`config.mk`:
```
export PLATFORM = sky130hd
export DESIGN_NAME = shift_sequencer
export DESIGN_NICKNAME = d
export VERILOG_FILES = /design/src/rtl/shift_sequencer_pkg.sv /design/src/rtl/shift_sequencer_bit_counter.sv /design/src/rtl/shift_sequencer.sv
export SDC_FILE = /design/constraint.sdc
export NUM_CORES = 1
export LEC_CHECK = 0
export CAP_MARGIN = 20
export CORE_UTILIZATION = 40
export DETAILED_ROUTE_END_ITERATION = 8
export PLACE_DENSITY_LB_ADDON = 0.2
export SYNTH_ARGS = -nofsm -noshare
export SYNTH_HDL_FRONTEND = slang
export SYNTH_SLANG_ARGS = --single-unit
export TNS_END_PERCENT = 5
```
`constraint.sdc`:
```
create_clock -name Clock -period 3.1 [get_ports Clock]
set_input_delay 0.62 -clock Clock [delete_from_list [all_inputs] [get_ports Clock]]
set_output_delay 0.62 -clock Clock [all_outputs]
set_load 0.05 [all_outputs]
```
`src/rtl/shift_sequencer_pkg.sv`:
```
// +-----------------------------------------------------------------+
// | shift_sequencer_pkg : shared state encoding and line constants  |
// | Revision 1.0 - initial release                                  |
// +-----------------------------------------------------------------+
`default_nettype none

package shift_sequencer_pkg;

   typedef enum logic [1:0] {
      IDLE   = 2'd0,
      SHIFT  = 2'd1,
      PARITY = 2'd2,
      DONE   = 2'd3
   } state_e;

   localparam logic IDLE_LEVEL = 1'b1;

   // Widest legal word is 32 bits; narrower words are zero-extended.
   function automatic logic even_parity(input logic [31:0] word);
      return ^word;
   endfunction

endpackage

`default_nettype wire

```
`src/rtl/shift_sequencer_bit_counter.sv`:
```
// +-----------------------------------------------------------------+
// | bit_counter : clog2(n) bit counter, terminal-count flag at n-1  |
// | Revision 1.0 - initial release                                  |
// +-----------------------------------------------------------------+
`default_nettype none

module bit_counter #(
   parameter int n = 8
) (
   input  logic clk,
   input  logic rst,
   input  logic clear,
   input  logic enable,
   output logic tc
);

   localparam int              CW   = $clog2(n);
   localparam logic [CW-1:0]   LAST = CW'(n - 1);

   logic [CW-1:0] count_q;
   logic [CW-1:0] count_d;

   // Wraps at n-1 so the count can never reach n.
   always_comb begin
      count_d = count_q;
      if (clear) begin
         count_d = '0;
      end else if (enable) begin
         count_d = (count_q == LAST) ? '0 : count_q + CW'(1);
      end
   end

   always_ff @(posedge clk) begin
      if (rst) begin
         count_q <= '0;
      end else begin
         count_q <= count_d;
      end
   end

   assign tc = (count_q == LAST);

endmodule

`default_nettype wire

```
`src/rtl/shift_sequencer.sv`:
```
// +-----------------------------------------------------------------+
// | shift_sequencer : LSB-first parallel-to-serial frame sequencer  |
// | Optional parity bit enabled by SHIFT_SEQUENCER_PARITY_EN        |
// | Revision 1.0 - initial release                                  |
// +-----------------------------------------------------------------+
`default_nettype none

module shift_sequencer
   import shift_sequencer_pkg::*;
#(
   parameter int n = 8
) (
   input  logic         Clock,
   input  logic         Reset,
   input  logic         Start,
   input  logic [n-1:0] Data,
   input  logic         w,
   output logic         Sout,
   output logic         Valid,
   output logic         Busy,
   output logic         Done,
   output logic [n-1:0] Q
);

   state_e       state_q, state_d;
   logic [n-1:0] q_q, q_d;
   logic         par_q, par_d;
   logic         sout_q, sout_d;
   logic         valid_q, valid_d;
   logic         busy_q, busy_d;
   logic         done_q, done_d;

   logic         cnt_clear;
   logic         cnt_en;
   logic         cnt_tc;

   bit_counter #(
      .n (n)
   ) u_bit_counter (
      .clk    (Clock),
      .rst    (Reset),
      .clear  (cnt_clear),
      .enable (cnt_en),
      .tc     (cnt_tc)
   );

   always_comb begin
      state_d   = state_q;
      q_d       = q_q;
      par_d     = par_q;
      cnt_clear = 1'b0;
      cnt_en    = 1'b0;

      case (state_q)
         IDLE: begin
            if (Start) begin
               state_d   = SHIFT;
               q_d       = Data;
               par_d     = even_parity(32'(Data));
               cnt_clear = 1'b1;
            end
         end
         SHIFT: begin
            q_d    = {w, q_q[n-1:1]};
            cnt_en = 1'b1;
            if (cnt_tc) begin
`ifdef SHIFT_SEQUENCER_PARITY_EN
               state_d = PARITY;
`else
               state_d = DONE;
`endif
            end
         end
         PARITY:  state_d = DONE;
         DONE:    state_d = IDLE;
         default: state_d = IDLE;
      endcase

      // Outputs are decoded from the next state so they leave the flops
      // aligned with the state they describe.
      sout_d  = IDLE_LEVEL;
      valid_d = 1'b0;
      busy_d  = 1'b0;
      done_d  = 1'b0;
      case (state_d)
         SHIFT: begin
            sout_d  = q_d[0];
            valid_d = 1'b1;
            busy_d  = 1'b1;
         end
         PARITY: begin
            sout_d  = par_d;
            valid_d = 1'b1;
            busy_d  = 1'b1;
         end
         DONE:    done_d = 1'b1;
         default: ;
      endcase
   end

   always_ff @(posedge Clock) begin
      if (Reset) begin
         state_q <= IDLE;
         q_q     <= '0;
         par_q   <= 1'b0;
         sout_q  <= IDLE_LEVEL;
         valid_q <= 1'b0;
         busy_q  <= 1'b0;
         done_q  <= 1'b0;
      end else begin
         state_q <= state_d;
         q_q     <= q_d;
         par_q   <= par_d;
         sout_q  <= sout_d;
         valid_q <= valid_d;
         busy_q  <= busy_d;
         done_q  <= done_d;
      end
   end

   assign Sout  = sout_q;
   assign Valid = valid_q;
   assign Busy  = busy_q;
   assign Done  = done_q;
   assign Q     = q_q;

endmodule

`default_nettype wire

```
==> reports/results.ini <==
[routing]
via_per_inst=5.14
drc=0
drt_wl_total_um=1630
dr.pass1.iters=5
antenna_left=0
wire_per_inst_um=11.7
num_vias=715
drt_iter0_drc=30

[logic_synthesis]
ys_seq_elements=17
synth_nets=108
yosys-top-cells-count=17 x dfxtp_1, 14 x nor2_1, 7 x ha_1, 7 x xnor2_1
synthFlopType=dfxtp_1
netlist_area_um2=832
synth_top_area_cell=dfxtp_1
avgSynthCellArea_um2=9.35
yosysWarningCount=0
synth_top_area_share_pct=40.9
synth_most_common_cell=dfxtp_1
seq_area_frac_synth_pct=40.9
syn_inst=89
ys_async_sr_fraction_pct=0
ys_types=24
synth_edf_count=0
synth_area_leaders=dfxtp_1 41%, ha_1 11%, xnor2_1 7.4%, a222oi_1 7.2%, nor2_1 6.3%

[sta]
tns_ps=0
slew_headroom_pct=62.0
finalHoldViolCount=0
clock_skew_ps=3.23
max_freq_mhz=473
period_minus_slack_ps=2110
rsz0062_at_grt=no
worstMarginPinSlew_ps=568
drv_slew=0
setup_viol=0
finalCritPeriodShare_pct=68.2

[critical_path]
ff2ff_setup_slack_ps=1100
worstPathRequired_ps=2480
worst_r2r_path_depth=8
worstPathMaxFanout=3
slowest_stage=clkdlybuf4s50_1
cp_top_family=buffers and inverters
path_buf_inv=1
r2r_start=state_q[0]$_SDFF_PP0_
reg2reg_to=Sout$_SDFF_PP1_
crit_chain=clkdlybuf4s50_1
crit_type=reg -> out
cpPeakStageDelay_ps=820
end_kind=output port
cp.arrival_ps=1490
worstSetupStartpointType=register

[layout]
final_nets=132
final_cells=139
areaGrowthSynthToFinish_pct=31.4
stdcell_area_um2=1090
drive_gt1_share_pct=4.46
diodes=0

[clock_network]
htreeDepth=1
numCtsBuffers=3
cts_tree=yes
hold_buffers=0
path_clk_slew_ps=100
clock-sinks=17
clk_latency_ps=290
cts_setup_buffers=0
clockBufferDepth=2
cts_resized=0
clock-root-buffer=clkbuf_4

[floorplan]
coreArea_um2=1960
dieArea_um2=2270
std_cell_rows=16
initial_utilization_pct=42.4
pin_count=24
fp.dieH_um=47.6
fp.dieW_um=47.6

[grt]
grt_max_degree=17
grt_pass1_vias=664
antenna_found_initial=0
grt_use_total_pct=17.2
grt_pass1_wl_um=2730
grt_remaining_overflow=0

[power_and_ir_drop]
vdd_drop_max_v=0.000258
powerDensity_nw_per_um2=500
p_leak_nw=0.429

[run]
maxCapViolations=0

[placed_design]
gp_congestion=0.716
postPlaceCellArea_um2=1070
placed_cells=135
hpwl_um=1240
io_buffers=23

[hold_path]
holdPathStages=2
hold_path.class=reg -> reg
hp-start=par_q$_SDFF_PP0_
holdPathEnd=par_q$_SDFF_PP0_

[run_status]
outcome=finished, final reports clean

[worst min-delay path: cells and delay by family, from the launching register on]
| family | cells | cell delay, ps |
|---|---|---|
| compound gates | 1 | 50 |
| simple gates | 1 | 100 |
| flops | 1 | 320 |
[how the worst max path moves through the flow]
stage                      endpoint  slack (ps)                  start  cells after the start
floorplan           Sout$_SDFF_PP1_        1350  state_q[0]$_SDFF_PP0_                      8
global route        Sout$_SDFF_PP1_         830  state_q[0]$_SDFF_PP0_                      8
global placement    Sout$_SDFF_PP1_         840                  Start                      8
detailed placement  Sout$_SDFF_PP1_         720                  Start                      8
finish                         Q[1]         990      Q[1]$_SDFFE_PP0P_                      1
CTS                            Q[1]         980      Q[1]$_SDFFE_PP0P_                      1
[where the power goes]
part	internal, mW	switching [mW]
Clock	0.0479	0.0701
Sequential	0.236	0.0123
Combinational	0.0725	0.108
[layer usage]
layer,share of wire [%],global-route usage (%)
met4,1.5,8.33
met2,48,28.2
met5,0,0
met3,5.0,3.40
met1,45,21.6
[flip-flops by register name, indices dropped and copies added (netlist names)]
name,flops
Busy,1
Done,1
Q,8
Sout,1
par_q,1
state_q,2
u_bit_counter.count_q,3
[per-stage QoR]
| step | hold WS [ps] | setup slack, ps | total power, mW | utilization [%] |
|---|---|---|---|---|
| finish | 508 | 986 | 0.547 | 55.7 |
| global route | 539 | 831 | 0.580 | 55.7 |
| detailed placement | 494 | 717 | 0.436 | 54.3 |
| floorplan | 473 | 1350 | 0.381 | - |
| CTS | 509 | 977 | 0.553 | 55.7 |
| global placement | 490 | 837 | 0.433 | 54.3 |
[layout by cell type (no fill, tap or decap), drive strengths merged, types with 2 or more instances in the layout]
master and count:
inv 6, ha 7, xnor2 7, nand2 4, and2 2, o21ai 3, nor3 4, nor3b 2
nor2 14, clkdlybuf4s50 23, a21oi 5, a222oi 6, clkbuf 3, dfxtp 17
[cell type report]
class | instances | area, um2
fillers | 209 | 868
clock buffers | 3 | 22.5
flip-flops and latches | 17 | 340
well taps | 27 | 33.8
inverters | 6 | 22.5
multi-input cells | 62 | 439
repair buffers | 23 | 230
clock inverters | 1 | 5.00
[kinds of logic after synthesis]
kind of cell | count (synthesis) | synth area share, %
multiplexers | 2 | 2.56
AND/OR/NAND/NOR | 28 | 15.3
adder cells (fa/ha/maj) | 7 | 10.5
AO/OA/AOI/OAI | 18 | 17.0
XOR/XNOR | 7 | 7.37
flip-flops | 17 | 40.9
buffers and inverters | 10 | 6.31
Note: power is estimated with default switching activity, not from simulation.
